===== src/rtl/vector_cache_pkg.sv =====
// Shared vector cache controller definitions: WDB geometry, the offer type and
// the lowest-set-bit encoder used by the free-list allocators.
package vector_cache_pkg;

    localparam int WDB_BANK_NUM       = 4;
    localparam int DB_ENTRY_NUM       = 16;
    localparam int DB_ENTRY_IDX_WIDTH = $clog2(DB_ENTRY_NUM);

    // Widest free list the shared encoder serves; callers zero-extend into it.
    localparam int FL_MAX_WIDTH     = 64;
    localparam int FL_MAX_IDX_WIDTH = $clog2(FL_MAX_WIDTH);

    typedef struct packed {
        logic [DB_ENTRY_IDX_WIDTH-1:0] idx;
        logic                          vld;
    } wdb_alloc_t;

    function automatic logic [FL_MAX_IDX_WIDTH-1:0] lowest_set_idx(
        input logic [FL_MAX_WIDTH-1:0] vec
    );
        logic [FL_MAX_IDX_WIDTH-1:0] idx;
        idx = '0;
        for (int i = FL_MAX_WIDTH - 1; i >= 0; i--) begin
            if (vec[i]) idx = i[FL_MAX_IDX_WIDTH-1:0];
        end
        return idx;
    endfunction

endpackage


===== src/rtl/wdb_bank_alloc.sv =====
// One WDB bank: free bitmap, free counter, registered lowest-free offer and,
// when WDB_ALLOC_CHK_EN is defined, the sticky release-protocol checker.
module wdb_bank_alloc #(
    parameter int DB_ENTRY_NUM       = 16,
    parameter int DB_ENTRY_IDX_WIDTH = $clog2(DB_ENTRY_NUM)
) (
    input  logic                          clk,
    input  logic                          rst,
    output logic                          alloc_vld,
    output logic [DB_ENTRY_IDX_WIDTH-1:0] alloc_idx,
    input  logic                          alloc_rdy,
    input  logic                          rel_vld,
    input  logic [DB_ENTRY_IDX_WIDTH-1:0] rel_idx,
    output logic [DB_ENTRY_IDX_WIDTH:0]   free_cnt,
    output logic                          alloc_err
);
    import vector_cache_pkg::*;

    localparam logic [DB_ENTRY_IDX_WIDTH:0] FULL_CNT = (DB_ENTRY_IDX_WIDTH+1)'(DB_ENTRY_NUM);
    localparam logic [DB_ENTRY_IDX_WIDTH:0] ONE_CNT  = (DB_ENTRY_IDX_WIDTH+1)'(1);

    logic [DB_ENTRY_NUM-1:0]       bitmap;
    logic [DB_ENTRY_NUM-1:0]       bitmap_next;
    logic [DB_ENTRY_NUM-1:0]       consume_mask;
    logic [DB_ENTRY_NUM-1:0]       rel_mask;
    logic                          consume;
    logic                          rel_ok;
    logic [DB_ENTRY_IDX_WIDTH:0]   cnt_next;
    logic [DB_ENTRY_IDX_WIDTH-1:0] offer_idx;
`ifdef WDB_ALLOC_CHK_EN
    logic                          err_event;
`endif

    // The offer is taken from the post-update bitmap so a just-consumed entry
    // can never be re-offered and a fresh entry is available every cycle.
    always_comb begin
        consume      = alloc_vld & alloc_rdy;
        consume_mask = '0;
        rel_mask     = '0;
        rel_ok       = rel_vld;
`ifdef WDB_ALLOC_CHK_EN
        err_event    = 1'b0;
        if (rel_vld && (bitmap[rel_idx] || (consume && rel_idx == alloc_idx))) begin
            rel_ok    = 1'b0;
            err_event = 1'b1;
        end
        if ((rel_ok && !consume && free_cnt == FULL_CNT) ||
            (consume && !rel_ok && free_cnt == '0)) begin
            err_event = 1'b1;
        end
`endif
        if (consume) consume_mask[alloc_idx] = 1'b1;
        if (rel_ok)  rel_mask[rel_idx]       = 1'b1;
        bitmap_next = (bitmap & ~consume_mask) | rel_mask;

        cnt_next = free_cnt;
        if (rel_ok && !consume)      cnt_next = free_cnt + ONE_CNT;
        else if (!rel_ok && consume) cnt_next = free_cnt - ONE_CNT;

        offer_idx = DB_ENTRY_IDX_WIDTH'(lowest_set_idx(FL_MAX_WIDTH'(bitmap_next)));
    end

    always_ff @(posedge clk) begin
        if (rst) begin
            bitmap    <= '1;
            free_cnt  <= FULL_CNT;
            alloc_vld <= 1'b0;
            alloc_idx <= '0;
        end else begin
            bitmap    <= bitmap_next;
            free_cnt  <= cnt_next;
            alloc_vld <= |bitmap_next;
            if (|bitmap_next) alloc_idx <= offer_idx;
        end
    end

`ifdef WDB_ALLOC_CHK_EN
    always_ff @(posedge clk) begin
        if (rst)            alloc_err <= 1'b0;
        else if (err_event) alloc_err <= 1'b1;
    end
`else
    assign alloc_err = 1'b0;
`endif

endmodule


===== src/rtl/wdb_entry_alloc.sv =====
// WDB entry allocator: one independent free-list bank per write lane.
// Optional release checking is built when WDB_ALLOC_CHK_EN is defined.
module wdb_entry_alloc #(
    parameter int BANK_NUM           = 4,
    parameter int DB_ENTRY_NUM       = 16,
    parameter int DB_ENTRY_IDX_WIDTH = $clog2(DB_ENTRY_NUM)
) (
    input  logic                                          clk,
    input  logic                                          rst,
    output logic [BANK_NUM-1:0]                           alloc_vld,
    output logic [BANK_NUM-1:0][DB_ENTRY_IDX_WIDTH-1:0]   alloc_idx,
    input  logic [BANK_NUM-1:0]                           alloc_rdy,
    input  logic [BANK_NUM-1:0]                           rel_vld,
    input  logic [BANK_NUM-1:0][DB_ENTRY_IDX_WIDTH-1:0]   rel_idx,
    output logic [BANK_NUM-1:0][DB_ENTRY_IDX_WIDTH:0]     free_cnt,
    output logic [BANK_NUM-1:0]                           alloc_err
);

    for (genvar b = 0; b < BANK_NUM; b++) begin : g_bank
        wdb_bank_alloc #(
            .DB_ENTRY_NUM       (DB_ENTRY_NUM),
            .DB_ENTRY_IDX_WIDTH (DB_ENTRY_IDX_WIDTH)
        ) u_bank (
            .clk       (clk),
            .rst       (rst),
            .alloc_vld (alloc_vld[b]),
            .alloc_idx (alloc_idx[b]),
            .alloc_rdy (alloc_rdy[b]),
            .rel_vld   (rel_vld[b]),
            .rel_idx   (rel_idx[b]),
            .free_cnt  (free_cnt[b]),
            .alloc_err (alloc_err[b])
        );
    end

endmodule


===== config.mk =====
export PLATFORM = sky130hd
export DESIGN_NAME = wdb_entry_alloc
export DESIGN_NICKNAME = d
export VERILOG_FILES = /design/src/rtl/vector_cache_pkg.sv /design/src/rtl/wdb_bank_alloc.sv /design/src/rtl/wdb_entry_alloc.sv
export SDC_FILE = /design/constraint.sdc
export NUM_CORES = 1
export LEC_CHECK = 0
export BUFFER_PORTS_ARGS = -buffer_cell sky130_fd_sc_hd__buf_4
export CAP_MARGIN = 20
export CORE_UTILIZATION = 30
export CTS_BUF_LIST = sky130_fd_sc_hd__clkbuf_4 sky130_fd_sc_hd__clkbuf_8
export CTS_CLUSTER_DIAMETER = 50
export DETAILED_ROUTE_END_ITERATION = 8
export PLACE_DENSITY = 0.49
export SYNTH_ARGS = -nofsm -noshare
export SYNTH_HDL_FRONTEND = slang
export SYNTH_SLANG_ARGS = --single-unit
export TNS_END_PERCENT = 20

===== constraint.sdc =====
create_clock -name clk -period 2.5 [get_ports clk]
set_input_delay 0.375 -clock clk [delete_from_list [all_inputs] [get_ports clk]]
set_output_delay 0.375 -clock clk [all_outputs]
set_load 0.02 [all_outputs]

==> results of run 1 <==
## synth_stat cells (4+ instances only)
library cell | count | area (um^2)
dfxtp_1 | 104 | 2080
o21ai_0 | 74 | 370
nand2b_1 | 68 | 425
o21ai_1 | 50 | 250
nor2_1 | 49 | 184
nand2_1 | 45 | 169
a21oi_1 | 28 | 140
inv_1 | 18 | 67.6
ha_1 | 16 | 200
clkbuf_1 | 13 | 48.8
nand3_1 | 12 | 60.1
or2_1 | 12 | 75.1
o211ai_1 | 11 | 82.6
nor3_1 | 10 | 50.1
or3_1 | 10 | 62.6
a21o_1 | 8 | 60.1
buf_4 | 8 | 60.1
nand4_1 | 8 | 50.1
nand4b_1 | 8 | 70.1
nor4_1 | 8 | 50.1
o21a_1 | 8 | 60.1
xnor2_1 | 8 | 70.1
xor2_1 | 8 | 70.1
a211oi_1 | 5 | 37.5
a31oi_1 | 5 | 31.3
mux2i_1 | 5 | 50.1
nand3b_1 | 5 | 37.5
nor2b_1 | 5 | 31.3
fa_1 | 4 | 80.1
nand4bb_1 | 4 | 45.0
## cell families after synthesis
family,synth area share [%]
DFF,37.6
and+or+nand+nor,27.7
muxes,0.904
adders and majority gates,5.06
other,0.0678
AOI/OAI and AO/OA,22.7
buffers and inverters,3.41
xor gates and xnor gates,2.53
## metal layers
| metal | vias up | GRT usage, % | wire length [um] |
|---|---|---|---|
| met5 | - | 0 | 0 |
| met1 | 2385 | 21.3 | 6680 |
| li1 | 2544 | - | - |
| met2 | 221 | 26.4 | 6940 |
| met3 | 24 | 4.16 | 1190 |
| met4 | 0 | 5.98 | 240 |
## power groups by stage
stage	clock network, mW	logic, mW	registers [mW]
2_1_floorplan	0	0.458	1.93
3_3_place_gp	0	0.793	1.86
3_5_place_dp	0	0.807	1.87
4_1_cts	1.15	0.812	1.83
5_1_grt	1.22	0.901	1.84
6_report	1.09	0.804	1.83
## cell type report
class                   instances  area, um^2  share of cell area (%)
multi-input cells             526        3270                    50.3
clock buffers                  11         145                    2.23
repair buffers                 79         593                    9.12
clock inverters                 5        56.3                   0.866
flip-flops and latches        104        2080                    32.0
well taps                     229         287                    4.40
inverters                      18        67.6                    1.04
## worst paths after layout
path | startpoint | end
setup / recovery | g_bank[2].u_bank.alloc_idx[0]$_SDFFE_PP0P_ | g_bank[2].u_bank.alloc_idx[0]$_SDFFE_PP0P_
hold / removal | rel_idx[0] | g_bank[0].u_bank.bitmap[14]$_SDFF_PP1_
setup reg to reg | g_bank[2].u_bank.alloc_idx[0]$_SDFFE_PP0P_ | g_bank[2].u_bank.alloc_idx[0]$_SDFFE_PP0P_
hold reg to reg | g_bank[2].u_bank.free_cnt[4]$_SDFFE_PP1P_ | g_bank[2].u_bank.free_cnt[4]$_SDFFE_PP1P_
## registers in the layout (all words and copies together), names as in the netlist
name and count:
g_bank.u_bank.bitmap 64, g_bank.u_bank.free_cnt 20, g_bank.u_bank.alloc_idx 16, g_bank.u_bank.alloc_vld 4
==> metrics.txt, run 1 <==
Int Power 2.60 mW; Netlist cell types 65; min Tclk post-route ~2300 ps; hold buffer count at CTS 0; setup_tns 0 ps; Detail Placement HPWL ~11 mm; 1st-pass router iterations 5; first-pass GRT wire length ~24 mm; commonest non-fill, non-tap cells in the layout dfxtp_1, buf_4, o21ai_0, nand2b_1, o21ai_1; CP max stage delay 450 ps; clk slew on worst S/H paths approximately 100 ps; placed instance area approximately 6300 um^2; arrival time at the worst endpoint around 2600 ps; gr ovfl total 0; routed vias approximately 5200; largest delay contributor family on the critical path simple AND/OR/NAND/NOR gates; antenna-violating nets left 0; Synth Area per Inst approximately 8.3 um^2; period utilisation layout between 90% and 100%; CP max-delay cell or4_4; run status finished clean; DR iter-0 viols 474; core region area about 18000 um^2; GRT Resource Usage Total roughly 17%; final wirelength ~15 mm; Core Util, Final a little over a third; Sw Share 30.3%; worst path cell trace nand4b_1 -> o21ai_1 -> o211ai_1 -> or4_4 -> nor3_2 -> nand3_1 -> o311ai_1; max-slew violations 0; pin slew with the least headroom to its limit 549 ps; Seq/Total Area, Yosys 37.6%; leakage 2.38 nW; Vias/cell between 5 and 6; hold_ws between 200 and 300 ps; max-cap violations 0; pwr/cell area between 500 and 600 nW/um^2; Bufs and invs on worst path 0; Async S/R FF share, synth 0%; # Post-CTS Setup Buffers 0; largest net degree at the start of global routing 25; Design Area, Final around 6500 um^2; Nets approximately 780; Layout area overhead 17.5%; drt drc 0; path length in cells of the critical path 7; critical path peak fanout 8; reg2reg setup slack 210 ps; worst min path class in -> reg; CTS tree done; # rows 49; Mapped Area ~5500 um^2; vias in the first global route 4858; Max rail drop VDD around 0.32 mV; Worst EP required 2800 ps; Initial Util between 30% and 40%; clock share of power 29.3%; Seq cells post-synth ~100; final hold vios 0; commonest non-fill, non-tap cell in the layout dfxtp_1; Die Y around 140 um; Setup CP Type reg -> reg; Combinational Power Share a little over a fifth; Diodes inserted 0; share of cells above drive strength 1 14.7%; Finished Layout Cells 972; Placed Cells around 960; Top FF cell, synth dfxtp_1; nature of the critical path endpoint flop; Hold Crit Depth 2; startpoint types flop; GP Congestion approximately 0.9; synth warn 0; fmax 437 MHz; H-tree Lvls 3; Psw between 1 and 1.5 mW; antenna violations before repair 0; Clock Skews ~14 ps; reg2reg path depth 7; EDFF count, synth 0; Max-Slew Margin vs Limit around 63%; fill count roughly 1900; final worst slack 210 ps; post-synthesis cell count between 600 and 700; num ports 70; Port Buffers 65; TritonCTS Sinks roughly 100; DP Worst Slack 237 ps; Die W 138 um; unrepaired setup endpoints after global routing false; PostCTS Resize Cnt 0; number of buffers created by CTS 9; routed len/inst around 15 um; total die area between 15000 and 20000 um^2; CTS Buffer Depth 2; final-report setup violation count 0; Reg power frac between 40 and 50%; Worst-Skew Late Latency roughly 380 ps; Root Buffer Master clkbuf_8; total power approximately 3.7 mW
Note: power is estimated with default switching activity, not from simulation.
==> run 2, diff against run 1 <==
--- a/config.mk
+++ b/config.mk
@@ -14,5 +14,6 @@
 export PLACE_DENSITY = 0.49
 export SYNTH_ARGS = -nofsm -noshare
 export SYNTH_HDL_FRONTEND = slang
+export SYNTH_HIERARCHICAL = 1
 export SYNTH_SLANG_ARGS = --single-unit
 export TNS_END_PERCENT = 20
==> run 2 against run 1 <==
Effect of this change:
- sequential cell count unchanged
- power shrank 0.63%
- non-clock buffer count is 7 lower
- synthesized area grew 3.3%
- first-iteration DRC count up 19%
- core utilization is 0.55 points lower
- clock skew shrank 3.9 ps
- final area is 2.2% higher
- synthesized cell count shrank 1.3%
- sequential share of layout area down 0.69 points
- clock-buffer cell count decreased by 1
- critical path type unchanged
- highest routed layer unchanged
==> metrics.txt, run 2 <==
gr ovfl total 0 (unchanged); Regs by FF count g_bank.u_bank/bitmap: 64 flops, g_bank.u_bank/free_cnt: 20 flops, g_bank.u_bank/alloc_idx: 16 flops; post-synthesis cell count 660 (-1.3%); PostCTS Resize Cnt 0 (unchanged); arrival time at the worst endpoint 2360 ps (-220 ps); Die Y 140 um (+1.6%); Die W 140 um (+1.6%); Netlist cell types 46 (-29%); reg2reg path depth 6 (-1); Max rail drop VDD 0.255 mV (-21%); number of buffers created by CTS 9 (unchanged); antenna-violating nets left 0 (unchanged); CTS tree done; leakage 2.38 nW (-0.11%); dominant cells by area after synthesis dfxtp_1, o21ai_0, nand2b_1; top-count cell post-synth dfxtp_1; final worst slack 413 ps (+202 ps); first-pass GRT wire length 26.1 mm (+6.6%); worst reg2reg path startpoint g_bank[1].u_bank/alloc_idx[3]$_SDFFE_PP0P_; num ports 70 (unchanged); pwr/cell area 557 nW/um^2 (-2.8%); commonest non-fill, non-tap cell in the layout dfxtp_1; Synth Area per Inst 8.66 um^2 (+4.7%); Design Area, Final 6650 um^2 (+2.2%); worst reg2reg path endpoint g_bank[1].u_bank/alloc_idx[0]$_SDFFE_PP0P_; max-slew violations 0 (unchanged); share of cells above drive strength 1 14.5% (-0.15 points); Vias/cell 5.51 (+3.4%); Top reg by flops g_bank.u_bank/bitmap; setup_tns 0 ps (unchanged); # Post-CTS Setup Buffers 0 (unchanged); Placed Cells 950 (-0.63%); Core Util, Final 35.5% (-0.55 points); final-report setup violation count 0 (unchanged); Worst-Skew Late Latency 380 ps (about the same); Diodes inserted 0 (unchanged); fmax 479 MHz (+9.7%); DR iter-0 viols 562 (+19%); worst min path class in -> reg; period utilisation layout 83.5% (-8.1 points); DP Worst Slack 315 ps (+78.2 ps); total power 3.70 mW (-0.63%); routed len/inst 16.4 um (+5.8%); critical path peak fanout 6 (-2); Layout area overhead 16.3%; Detail Placement HPWL 11.9 mm (+6.5%); post-synth top area share 36.4% (-1.2 points); Nets 773 (-1.4%); # rows 50 (+2.0%); nature of the critical path endpoint flop; commonest non-fill, non-tap cells in the layout dfxtp_1, buf_4, o21ai_0, nand2_1, nor2_1; Worst EP required 2780 ps (-20 ps); reg2reg setup slack 410 ps (+200 ps); largest net degree at the start of global routing 17 (-32%); Hold Crit Depth 2 (unchanged); startpoint types flop; core region area 18700 um^2 (+3.8%); Async S/R FF share, synth 0% (unchanged); CTS Buffer Depth 2 (unchanged); 1st-pass router iterations 5 (unchanged); GRT Resource Usage Total 16.4% (-0.086 points); Finished Layout Cells 964 (-0.82%); EDFF count, synth 0 (unchanged); Hold Crit Start rel_idx[8]; min Tclk post-route 2090 ps (-202 ps); H-tree Lvls 3 (unchanged); clk slew on worst S/H paths 100 ps (about the same); top cells by count, synth dfxtp_1, o21ai_0, nand2_1, nor2_1; synth warn 6 (+6); final hold vios 0 (unchanged); hold buffer count at CTS 0 (unchanged); placed instance area 6470 um^2 (+2.6%); Seq/Total Area, Yosys 36.4% (-1.2 points); run status finished clean; Setup CP Type reg -> reg; vias in the first global route 5095 (+4.9%); final wirelength 15.8 mm (+4.9%); Yosys top cell by area dfxtp_1; routed vias 5308 (+2.6%); net count after synthesis approximately 700; Top FF cell, synth dfxtp_1; Port Buffers 65 (unchanged); unrepaired setup endpoints after global routing false; GP Congestion 0.874 (-4.3%); Seq cells post-synth 104 (unchanged); max-cap violations 0 (unchanged); Clock Skews 10.3 ps (-3.90 ps); Worst Hold Path EP g_bank[2].u_bank/bitmap[0]$_SDFF_PP1_; total die area 19600 um^2 (+3.2%); Mapped Area 5720 um^2 (+3.3%); hold_ws 344 ps (+80.1 ps); drt drc 0 (unchanged); antenna violations before repair 0 (unchanged); Root Buffer Master clkbuf_8; max FFs per register 64 (unchanged); Initial Util 30.6% (-0.15 points); TritonCTS Sinks 104 (unchanged)
[run 2: cell count changes after synthesis, moves of 10 or more]
cell | previous run | this run
or3_1 | 10 | 20
nand2b_1 | 68 | 40
o21a_1 | 8 | 20
o21ai_0 | 74 | 56
o31a_1 | 1 | 12
o21ai_1 | 50 | 40
o211ai_1 | 11 | 28
[run 2: report_power, final]
group          internal, mW  switching, mW  total (mW)  leakage (nW)
combinational         0.355          0.472       0.827          1.44
clock                 0.461          0.577        1.04        0.0914
sequential             1.74         0.0947        1.83         0.848
[run 2: cell families after synthesis]
logic type / share of synthesized area [%]
AND/OR/NAND/NOR: 24.5
AO/OA/AOI/OAI: 27.2
flip-flops: 36.4
buffers and inverters: 2.71
adder cells (fa/ha/maj): 4.90
XOR/XNOR: 2.45
multiplexers: 1.49
other: 0.263
[run 2: worst max-delay path by stage]
| stage | from | endpoint | slack, ps |
|---|---|---|---|
| floorplan | g_bank[0].u_bank/alloc_vld$_SDFF_PP0_ | g_bank[0].u_bank/free_cnt[4]$_SDFFE_PP1P_ | 500 |
| global placement | alloc_rdy[1] | g_bank[1].u_bank/free_cnt[4]$_SDFFE_PP1P_ | 350 |
| detailed placement | alloc_rdy[2] | g_bank[2].u_bank/free_cnt[4]$_SDFFE_PP1P_ | 320 |
| CTS | g_bank[2].u_bank/alloc_vld$_SDFF_PP0_ | g_bank[2].u_bank/free_cnt[4]$_SDFFE_PP1P_ | 410 |
| global route | g_bank[3].u_bank/alloc_idx[3]$_SDFFE_PP0P_ | g_bank[3].u_bank/alloc_idx[0]$_SDFFE_PP0P_ | 230 |
| finish | g_bank[1].u_bank/alloc_idx[3]$_SDFFE_PP0P_ | g_bank[1].u_bank/alloc_idx[0]$_SDFFE_PP0P_ | 410 |
[run 2: final cells by class]
type / count / area (um^2)
clock buffers: 10 / 131
fillers: 1917 / 12100
inverters: 20 / 75.1
clock inverters: 4 / 47.5
flip-flops and latches: 104 / 2080
repair buffers: 72 / 541
well taps: 234 / 293
multi-input cells: 520 / 3480
[run 2: metal layers]
layer	up-vias	wire (um)	global-route usage [%]	share of wire (%)
li1	2606	-	-	-
met1	2532	7300	21.4	46
met2	143	7510	26.9	48
met3	27	632	2.26	4.0
met4	0	348	7.63	2.2
met5	-	0	0	0
[run 2: critical path, cell delays in order, from the launching register on]
cell	delay (ps)
dfxtp_1	430
nand4b_1	270
o21ai_1	230
o21ai_0	150
or3_1	360
o221a_1	240
a211o_1	300
